File: src/rtl/mem_arb_pkg.sv
// Shared types and counter widths for the single-port RAM arbiter.
// The saturating increment keeps the fetch anti-starvation streak bounded.
package mem_arb_pkg;

    typedef enum logic [1:0] {
        IDLE   = 2'd0,
        ACCESS = 2'd1,
        DONE   = 2'd2
    } state_t;

    typedef enum logic {
        OWN_F = 1'b0,
        OWN_D = 1'b1
    } owner_t;

    localparam int WAIT_W   = 4;
    localparam int STREAK_W = 4;

    function automatic logic [STREAK_W-1:0] streak_sat_inc(
        input logic [STREAK_W-1:0] cur,
        input logic [STREAK_W-1:0] lim
    );
        logic [STREAK_W-1:0] nxt;
        if (cur >= lim) begin
            nxt = lim;
        end else begin
            nxt = cur + {{(STREAK_W-1){1'b0}}, 1'b1};
        end
        return nxt;
    endfunction

endpackage

File: src/rtl/mem_arbiter_if.sv
// Request/ack bundle for the fetch and load/store paths plus the RAM side.
// The arbiter uses the slave modport; requesters and the RAM model use master.
interface mem_arbiter_if #(
    parameter int ADDR_W = 32
);
    import mem_arb_pkg::*;

    logic              f_req;
    logic [ADDR_W-1:0] f_addr;
    logic              f_ack;
    logic [31:0]       f_rdata;

    logic              d_req;
    logic              d_we;
    logic [ADDR_W-1:0] d_addr;
    logic [31:0]       d_wdata;
    logic [3:0]        d_be;
    logic              d_ack;
    logic [31:0]       d_rdata;

    logic              mem_en;
    logic              mem_we;
    logic [ADDR_W-1:0] mem_addr;
    logic [31:0]       mem_wdata;
    logic [3:0]        mem_be;
    logic [31:0]       mem_rdata;

    modport slave (
        input  f_req, f_addr, d_req, d_we, d_addr, d_wdata, d_be, mem_rdata,
        output f_ack, f_rdata, d_ack, d_rdata,
               mem_en, mem_we, mem_addr, mem_wdata, mem_be
    );

    modport master (
        output f_req, f_addr, d_req, d_we, d_addr, d_wdata, d_be, mem_rdata,
        input  f_ack, f_rdata, d_ack, d_rdata,
               mem_en, mem_we, mem_addr, mem_wdata, mem_be
    );

endinterface

File: src/rtl/arb_pick.sv
// Combinational grant: data wins unless fetch has waited MAX_STREAK data grants.
module arb_pick
    import mem_arb_pkg::*;
#(
    parameter int MAX_STREAK = 4
) (
    input  logic                f_req,
    input  logic                d_req,
    input  logic [STREAK_W-1:0] streak,
    output owner_t              grant,
    output logic                valid
);

    localparam logic [STREAK_W-1:0] MAX_S = STREAK_W'(MAX_STREAK);

    // Priority decode with the starvation override for fetch.
    always_comb begin
        grant = OWN_D;
        valid = 1'b0;
        if (d_req && !(f_req && (streak == MAX_S))) begin
            grant = OWN_D;
            valid = 1'b1;
        end else if (f_req) begin
            grant = OWN_F;
            valid = 1'b1;
        end else begin
            grant = OWN_D;
            valid = 1'b0;
        end
    end

endmodule

File: src/rtl/mem_arbiter.sv
// Shares one single-port RAM between instruction fetch and load/store.
// Each access: IDLE (arbitrate) -> ACCESS (WAIT_STATES+1 cycles) -> DONE (ack).
module mem_arbiter
    import mem_arb_pkg::*;
#(
    parameter int ADDR_W      = 32,
    parameter int WAIT_STATES = 1,
    parameter int MAX_STREAK  = 4
) (
    input  logic          Clock,
    input  logic          nReset,
    mem_arbiter_if.slave  bus,
    output logic          busy
);

    localparam logic [WAIT_W-1:0]   WAIT_INIT = WAIT_W'(WAIT_STATES);
    localparam logic [STREAK_W-1:0] MAX_S     = STREAK_W'(MAX_STREAK);

    state_t              state_q, state_d;
    owner_t              owner_q, owner_d;
    logic [WAIT_W-1:0]   wait_q, wait_d;
    logic [STREAK_W-1:0] streak_q, streak_d;
    logic                mem_en_q, mem_en_d;
    logic                mem_we_q, mem_we_d;
    logic [ADDR_W-1:0]   mem_addr_q, mem_addr_d;
    logic [31:0]         mem_wdata_q, mem_wdata_d;
    logic [3:0]          mem_be_q, mem_be_d;
    logic                f_ack_q, f_ack_d;
    logic                d_ack_q, d_ack_d;
    logic [31:0]         f_rdata_q, f_rdata_d;
    logic [31:0]         d_rdata_q, d_rdata_d;

    owner_t              pick_owner_s;
    logic                pick_valid_s;

    arb_pick #(
        .MAX_STREAK (MAX_STREAK)
    ) u_pick (
        .f_req  (bus.f_req),
        .d_req  (bus.d_req),
        .streak (streak_q),
        .grant  (pick_owner_s),
        .valid  (pick_valid_s)
    );

    // Next-state and output-register computation for the access sequencer.
    always_comb begin
        state_d     = state_q;
        owner_d     = owner_q;
        wait_d      = wait_q;
        streak_d    = streak_q;
        mem_en_d    = mem_en_q;
        mem_we_d    = mem_we_q;
        mem_addr_d  = mem_addr_q;
        mem_wdata_d = mem_wdata_q;
        mem_be_d    = mem_be_q;
        f_ack_d     = f_ack_q;
        d_ack_d     = d_ack_q;
        f_rdata_d   = f_rdata_q;
        d_rdata_d   = d_rdata_q;

        case (state_q)
            IDLE: begin
                if (pick_valid_s) begin
                    owner_d  = pick_owner_s;
                    mem_en_d = 1'b1;
                    wait_d   = WAIT_INIT;
                    state_d  = ACCESS;
                    if (pick_owner_s == OWN_D) begin
                        mem_we_d    = bus.d_we;
                        mem_addr_d  = bus.d_addr;
                        mem_wdata_d = bus.d_we ? bus.d_wdata : 32'h0000_0000;
                        mem_be_d    = bus.d_be;
                        streak_d    = bus.f_req ? streak_sat_inc(streak_q, MAX_S)
                                                : {STREAK_W{1'b0}};
                    end else begin
                        mem_we_d    = 1'b0;
                        mem_addr_d  = bus.f_addr;
                        mem_wdata_d = 32'h0000_0000;
                        mem_be_d    = 4'hF;
                        streak_d    = {STREAK_W{1'b0}};
                    end
                end else begin
                    state_d = IDLE;
                end
            end
            ACCESS: begin
                if (wait_q != {WAIT_W{1'b0}}) begin
                    wait_d = wait_q - {{(WAIT_W-1){1'b0}}, 1'b1};
                end else begin
                    // Stores leave both rdata registers untouched.
                    if (!mem_we_q && (owner_q == OWN_D)) begin
                        d_rdata_d = bus.mem_rdata;
                    end else if (!mem_we_q) begin
                        f_rdata_d = bus.mem_rdata;
                    end else begin
                        d_rdata_d = d_rdata_q;
                    end
                    if (owner_q == OWN_D) begin
                        d_ack_d = 1'b1;
                    end else begin
                        f_ack_d = 1'b1;
                    end
                    mem_en_d = 1'b0;
                    mem_we_d = 1'b0;
                    state_d  = DONE;
                end
            end
            DONE: begin
                f_ack_d = 1'b0;
                d_ack_d = 1'b0;
                state_d = IDLE;
            end
            default: begin
                mem_en_d = 1'b0;
                mem_we_d = 1'b0;
                f_ack_d  = 1'b0;
                d_ack_d  = 1'b0;
                state_d  = IDLE;
            end
        endcase
    end

    // State and output registers; reset drops mem_en and aborts any access.
    always_ff @(posedge Clock or negedge nReset) begin
        if (!nReset) begin
            state_q     <= IDLE;
            owner_q     <= OWN_F;
            wait_q      <= {WAIT_W{1'b0}};
            streak_q    <= {STREAK_W{1'b0}};
            mem_en_q    <= 1'b0;
            mem_we_q    <= 1'b0;
            mem_addr_q  <= {ADDR_W{1'b0}};
            mem_wdata_q <= 32'h0000_0000;
            mem_be_q    <= 4'h0;
            f_ack_q     <= 1'b0;
            d_ack_q     <= 1'b0;
            f_rdata_q   <= 32'h0000_0000;
            d_rdata_q   <= 32'h0000_0000;
        end else begin
            state_q     <= state_d;
            owner_q     <= owner_d;
            wait_q      <= wait_d;
            streak_q    <= streak_d;
            mem_en_q    <= mem_en_d;
            mem_we_q    <= mem_we_d;
            mem_addr_q  <= mem_addr_d;
            mem_wdata_q <= mem_wdata_d;
            mem_be_q    <= mem_be_d;
            f_ack_q     <= f_ack_d;
            d_ack_q     <= d_ack_d;
            f_rdata_q   <= f_rdata_d;
            d_rdata_q   <= d_rdata_d;
        end
    end

    assign bus.mem_en    = mem_en_q;
    assign bus.mem_we    = mem_we_q;
    assign bus.mem_addr  = mem_addr_q;
    assign bus.mem_wdata = mem_wdata_q;
    assign bus.mem_be    = mem_be_q;
    assign bus.f_ack     = f_ack_q;
    assign bus.d_ack     = d_ack_q;
    assign bus.f_rdata   = f_rdata_q;
    assign bus.d_rdata   = d_rdata_q;
    assign busy          = (state_q != IDLE);

endmodule

File: src/flat_wrapper.sv
// flat-port wrapper written by rule: the top's interface ports become plain ports
module mem_arbiter_flat import mem_arb_pkg::*;
#(
    parameter int ADDR_W      = 32,
    parameter int WAIT_STATES = 1,
    parameter int MAX_STREAK  = 4
)
  (Clock, nReset, busy, bus_f_req, bus_f_addr, bus_d_req, bus_d_we, bus_d_addr, bus_d_wdata, bus_d_be, bus_mem_rdata, bus_f_ack, bus_f_rdata, bus_d_ack, bus_d_rdata, bus_mem_en, bus_mem_we, bus_mem_addr, bus_mem_wdata, bus_mem_be);
  mem_arbiter_if #(.ADDR_W(ADDR_W)) bus_i ();
  input  logic Clock;
  input  logic nReset;
  output logic busy;
  input wire logic [$bits(bus_i.f_req)-1:0] bus_f_req;
  input wire logic [$bits(bus_i.f_addr)-1:0] bus_f_addr;
  input wire logic [$bits(bus_i.d_req)-1:0] bus_d_req;
  input wire logic [$bits(bus_i.d_we)-1:0] bus_d_we;
  input wire logic [$bits(bus_i.d_addr)-1:0] bus_d_addr;
  input wire logic [$bits(bus_i.d_wdata)-1:0] bus_d_wdata;
  input wire logic [$bits(bus_i.d_be)-1:0] bus_d_be;
  input wire logic [$bits(bus_i.mem_rdata)-1:0] bus_mem_rdata;
  output wire logic [$bits(bus_i.f_ack)-1:0] bus_f_ack;
  output wire logic [$bits(bus_i.f_rdata)-1:0] bus_f_rdata;
  output wire logic [$bits(bus_i.d_ack)-1:0] bus_d_ack;
  output wire logic [$bits(bus_i.d_rdata)-1:0] bus_d_rdata;
  output wire logic [$bits(bus_i.mem_en)-1:0] bus_mem_en;
  output wire logic [$bits(bus_i.mem_we)-1:0] bus_mem_we;
  output wire logic [$bits(bus_i.mem_addr)-1:0] bus_mem_addr;
  output wire logic [$bits(bus_i.mem_wdata)-1:0] bus_mem_wdata;
  output wire logic [$bits(bus_i.mem_be)-1:0] bus_mem_be;
  assign bus_i.f_req = bus_f_req;
  assign bus_i.f_addr = bus_f_addr;
  assign bus_i.d_req = bus_d_req;
  assign bus_i.d_we = bus_d_we;
  assign bus_i.d_addr = bus_d_addr;
  assign bus_i.d_wdata = bus_d_wdata;
  assign bus_i.d_be = bus_d_be;
  assign bus_i.mem_rdata = bus_mem_rdata;
  assign bus_f_ack = bus_i.f_ack;
  assign bus_f_rdata = bus_i.f_rdata;
  assign bus_d_ack = bus_i.d_ack;
  assign bus_d_rdata = bus_i.d_rdata;
  assign bus_mem_en = bus_i.mem_en;
  assign bus_mem_we = bus_i.mem_we;
  assign bus_mem_addr = bus_i.mem_addr;
  assign bus_mem_wdata = bus_i.mem_wdata;
  assign bus_mem_be = bus_i.mem_be;
  mem_arbiter #(.ADDR_W(ADDR_W), .WAIT_STATES(WAIT_STATES), .MAX_STREAK(MAX_STREAK)) u_core (.Clock(Clock), .nReset(nReset), .bus(bus_i), .busy(busy));
endmodule
File: config.mk
export PLATFORM = sky130hd
export DESIGN_NAME = mem_arbiter_flat
export DESIGN_NICKNAME = d
export VERILOG_FILES = /design/src/rtl/mem_arb_pkg.sv /design/src/rtl/mem_arbiter_if.sv /design/src/rtl/arb_pick.sv /design/src/rtl/mem_arbiter.sv /design/src/flat_wrapper.sv
export SDC_FILE = /design/constraint.sdc
export NUM_CORES = 1
export LEC_CHECK = 0
export CAP_MARGIN = 25
export CORE_ASPECT_RATIO = 0.5
export CORE_MARGIN = 2
export CORE_UTILIZATION = 43
export DETAILED_ROUTE_END_ITERATION = 7
export GPL_TIMING_DRIVEN = 0
export HOLD_SLACK_MARGIN = 0.1
export PLACE_DENSITY = 0.9
export SYNTH_ARGS = -nofsm -noshare
export SYNTH_HDL_FRONTEND = slang
export SYNTH_SLANG_ARGS = --single-unit
File: constraint.sdc
create_clock -name Clock -period 2.4 [get_ports Clock]
set_input_delay 0.48 -clock Clock [delete_from_list [all_inputs] [get_ports Clock]]
set_output_delay 0.48 -clock Clock [all_outputs]
set_load 0.02 [all_outputs]
==> metrics <==
Slew Viols, Final 0; CP max stage cell clkdlybuf4s50_1; # nets final ~960; Tot Pwr ~14 mW; Final setup viols 0; CP Capture Type flip-flop; via count ~5700; TNS Setup 0 ns; Post-synth EDFFs 0; status complete, no violations; CTS tree yes; Slew @ Worst Pin ~0.53 ns; dpl hpwl 14.42 mm; post-synthesis cell area between 6000 and 7000 sq um; Critical Path RT around 2.7 ns; ant diodes 0; Die Wd between 150 and 200 um; RSZ-0062 raised after global routing false; Final Hold Viols 0; clk root buf clkbuf_16; violation count after the first detailed-route iteration a little under 400; initial antenna violation count 0; clk buf depth 2; CP top delay family buffers and inverters; P&R area growth vs syn 56.97%; critical path, cell by cell clkdlybuf4s50_1, or2_2, clkbuf_1, buf_2, buf_2, nand3_1, o211ai_1; worst skew pair latency around 0.42 ns; Initial Utilization a little over two fifths; Achievable Freq between 400 and 500 MHz; # Max-Cap Violations 0; H-tree levels 4; Die Y approximately 90 um; Crit path top cell by count buf_2; placer congestion estimate approximately 0.85; VDD IR max 0.5924 mV; Synth async-reset ratio 100.0%; path type of the worst min-delay path reg2reg; IO Port Bufs roughly 270; post-synth top area cell dfrtp_1; WP buf/inv 4; clk slew on worst S/H paths 0.06 ns; Initial DRT Pass Iterations 7; core area around 14000 sq um; register area share after synthesis 57.87%; Avg WL per Cell around 20 um; Worst Skew ~0.014 ns; Syn Area/Cell 12.13 sq um; Synth cell types 38; Pwr Density about 1400 nW/um^2; final critical-path required period between 2 and 2.5 ns; final WL ~20 mm; crit start category primary input; Die ar. between 15000 and 20000 sq um; largest net degree at the start of global routing roughly 100; Syn Inst Count 524; Synth Warn # 0; total setup buffers inserted after CTS 0; FF+latch count, synth 147; post-synthesis net count about 660; Max-slew headroom between 60% and 70%; drt drc 0; Tcrit/Tclk final between 80% and 90%; top_reg_cell synth dfrtp_1; clk sinks between 100 and 150; Total GRT Usage between 20% and 30%; arrival time worst endpoint roughly 2.4 ns; grt total ovfl 0; Ports roughly 270; global-route wire length before repair 32.52 mm; CP max FO 10; via density per instance between 5 and 6; Leakage Power approximately 4 nW; share of cells above drive strength 1 approximately 16%; top post-synthesis cells by area dfrtp_1 (58%), mux2_2 (10%), nand3_1 (5.3%), o2bb2ai_1 (4.4%), o211ai_1 (3.8%); Num CTS Buffers 17; number of global-route vias before repair a little over 6000; Setup CP Type in2reg; antenna-violating nets left 0; slowest stage delay, CP around 0.63 ns; Synth top area share 57.87%; # rows 31
## placed cells by master (no fill, tap or decap), types with 3 or more instances in the layout
master	instances
ha_1	3
clkinv_4	4
nand4_1	34
buf_2	21
o21ai_0	37
nand3_1	67
buf_4	3
nand2_1	3
clkdlybuf4s50_1	271
clkbuf_16	17
dfrtp_1	147
clkinvlp_4	5
mux2_1	5
a2bb2oi_1	5
o22ai_1	3
nor3_1	7
inv_1	7
o2bb2ai_1	32
and2_1	3
buf_6	8
nor2_1	6
clkbuf_1	21
o211ai_1	32
mux2_2	59
## final timing paths
check                                               end  cells past startpoint  slack [ns]                   start
worst min-delay path             u_core.bus.f_rdata[31]                      1        0.49  u_core.bus.f_rdata[31]
worst max register to register   u_core.bus.f_rdata[13]                      6        0.33        u_core.wait_q[0]
min in group asynchronous         u_core.bus.d_rdata[5]                      2        0.54                  nReset
worst max-delay path            u_core.bus.mem_addr[28]                      7        0.30               bus_f_req
max in group asynchronous          u_core.bus.mem_be[0]                      3        1.00                  nReset
worst min register to register   u_core.bus.f_rdata[31]                      1        0.49  u_core.bus.f_rdata[31]
## power by group
| group | switching [mW] | internal, mW |
|---|---|---|
| sequential | 0.653 | 3.63 |
| clock | 1.09 | 1.60 |
| combinational | 3.36 | 3.24 |
## cell type report
cell class / count / area, sq um
timing repair buffer: 275 / 2774
tap: 198 / 247.7
sequential: 147 / 3679
buffer: 52 / 285.3
multi-input combinational: 316 / 2359
fill: 1023 / 4491
inverter: 8 / 30.03
clock inverter: 13 / 150.1
clock buffer: 19 / 452.9
## cell families after synthesis
family | Yosys count | synth area share (%)
AOI/OAI and AO/OA | 117 | 13.03
adders and majority gates | 3 | 0.5906
buffers and inverters | 61 | 5.020
DFF | 147 | 57.87
muxes | 64 | 11.34
and+or+nand+nor | 132 | 12.15
## state kept, by name, indices dropped and copies added (netlist names)
signal and cells:
u_core.streak_q 4, u_core.bus.mem_we 1, u_core.bus.mem_addr 32, u_core.wait_q 4, u_core.owner_q 1, u_core.bus.mem_en 1, u_core.bus.f_ack 1, u_core.state_q 2
u_core.bus.d_rdata 32, u_core.bus.f_rdata 32, u_core.bus.mem_wdata 32, u_core.bus.d_ack 1, u_core.bus.mem_be 4
## per-stage QoR
step | instances | worst slack, ns | instance area, sq um | util [%] | hold slack [ns]
2_1_floorplan | 524 | 0.6457 | 6356 | - | 0.1844
3_3_place_gp | 995 | -4.856 | 9336 | 64.53 | 0.4690
3_5_place_dp | 996 | -0.06468 | 9365 | 64.73 | 0.4307
4_1_cts | 1028 | 0.007179 | 9975 | 68.94 | 0.4913
5_1_grt | 1028 | 0.1905 | 9977 | 68.96 | 0.5106
6_report | 1028 | 0.2987 | 9977 | 68.96 | 0.4869
## timing repair
| action | CTS | global route |
|---|---|---|
| hold buffers | 1 | 0 |
| endpoints found under the setup margin | 1 | 1 |
| resized for setup | 1 | 1 |
| endpoints found under the hold margin | 44 | 0 |
## layer usage
metal,track usage (%),vias to the layer above,wire length [um]
met1,30.36,2863,7989
met3,4.780,66,1063
met5,0,-,0
met4,13.84,0,745
met2,46.36,241,10460
li1,-,2558,-
## synth_stat cells, types with 2 or more instances
library cell  number
a2bb2oi_1          5
a31oi_1            2
and2_1             3
buf_2             21
buf_4              3
buf_6              7
clkbuf_1          22
dfrtp_1          147
ha_1               3
inv_1              8
mux2_1             5
mux2_2            59
nand2_1            3
nand3_1           67
nand4_1           34
nor2_1             6
nor3_1             7
o211ai_1          32
o21ai_0           37
o22ai_1            3
o2bb2ai_1         32
or2_2              2
## worst reg2reg max path, delay by kind of cell, from the launching register on
family | cells | cell delay, ns
multiplexers | 1 | 0.36
flip-flops | 1 | 0.42
adder cells (fa/ha/maj) | 1 | 0.15
buffers and inverters | 2 | 0.31
AND/OR/NAND/NOR | 2 | 0.71
Power figures use the tool's default switching activity.
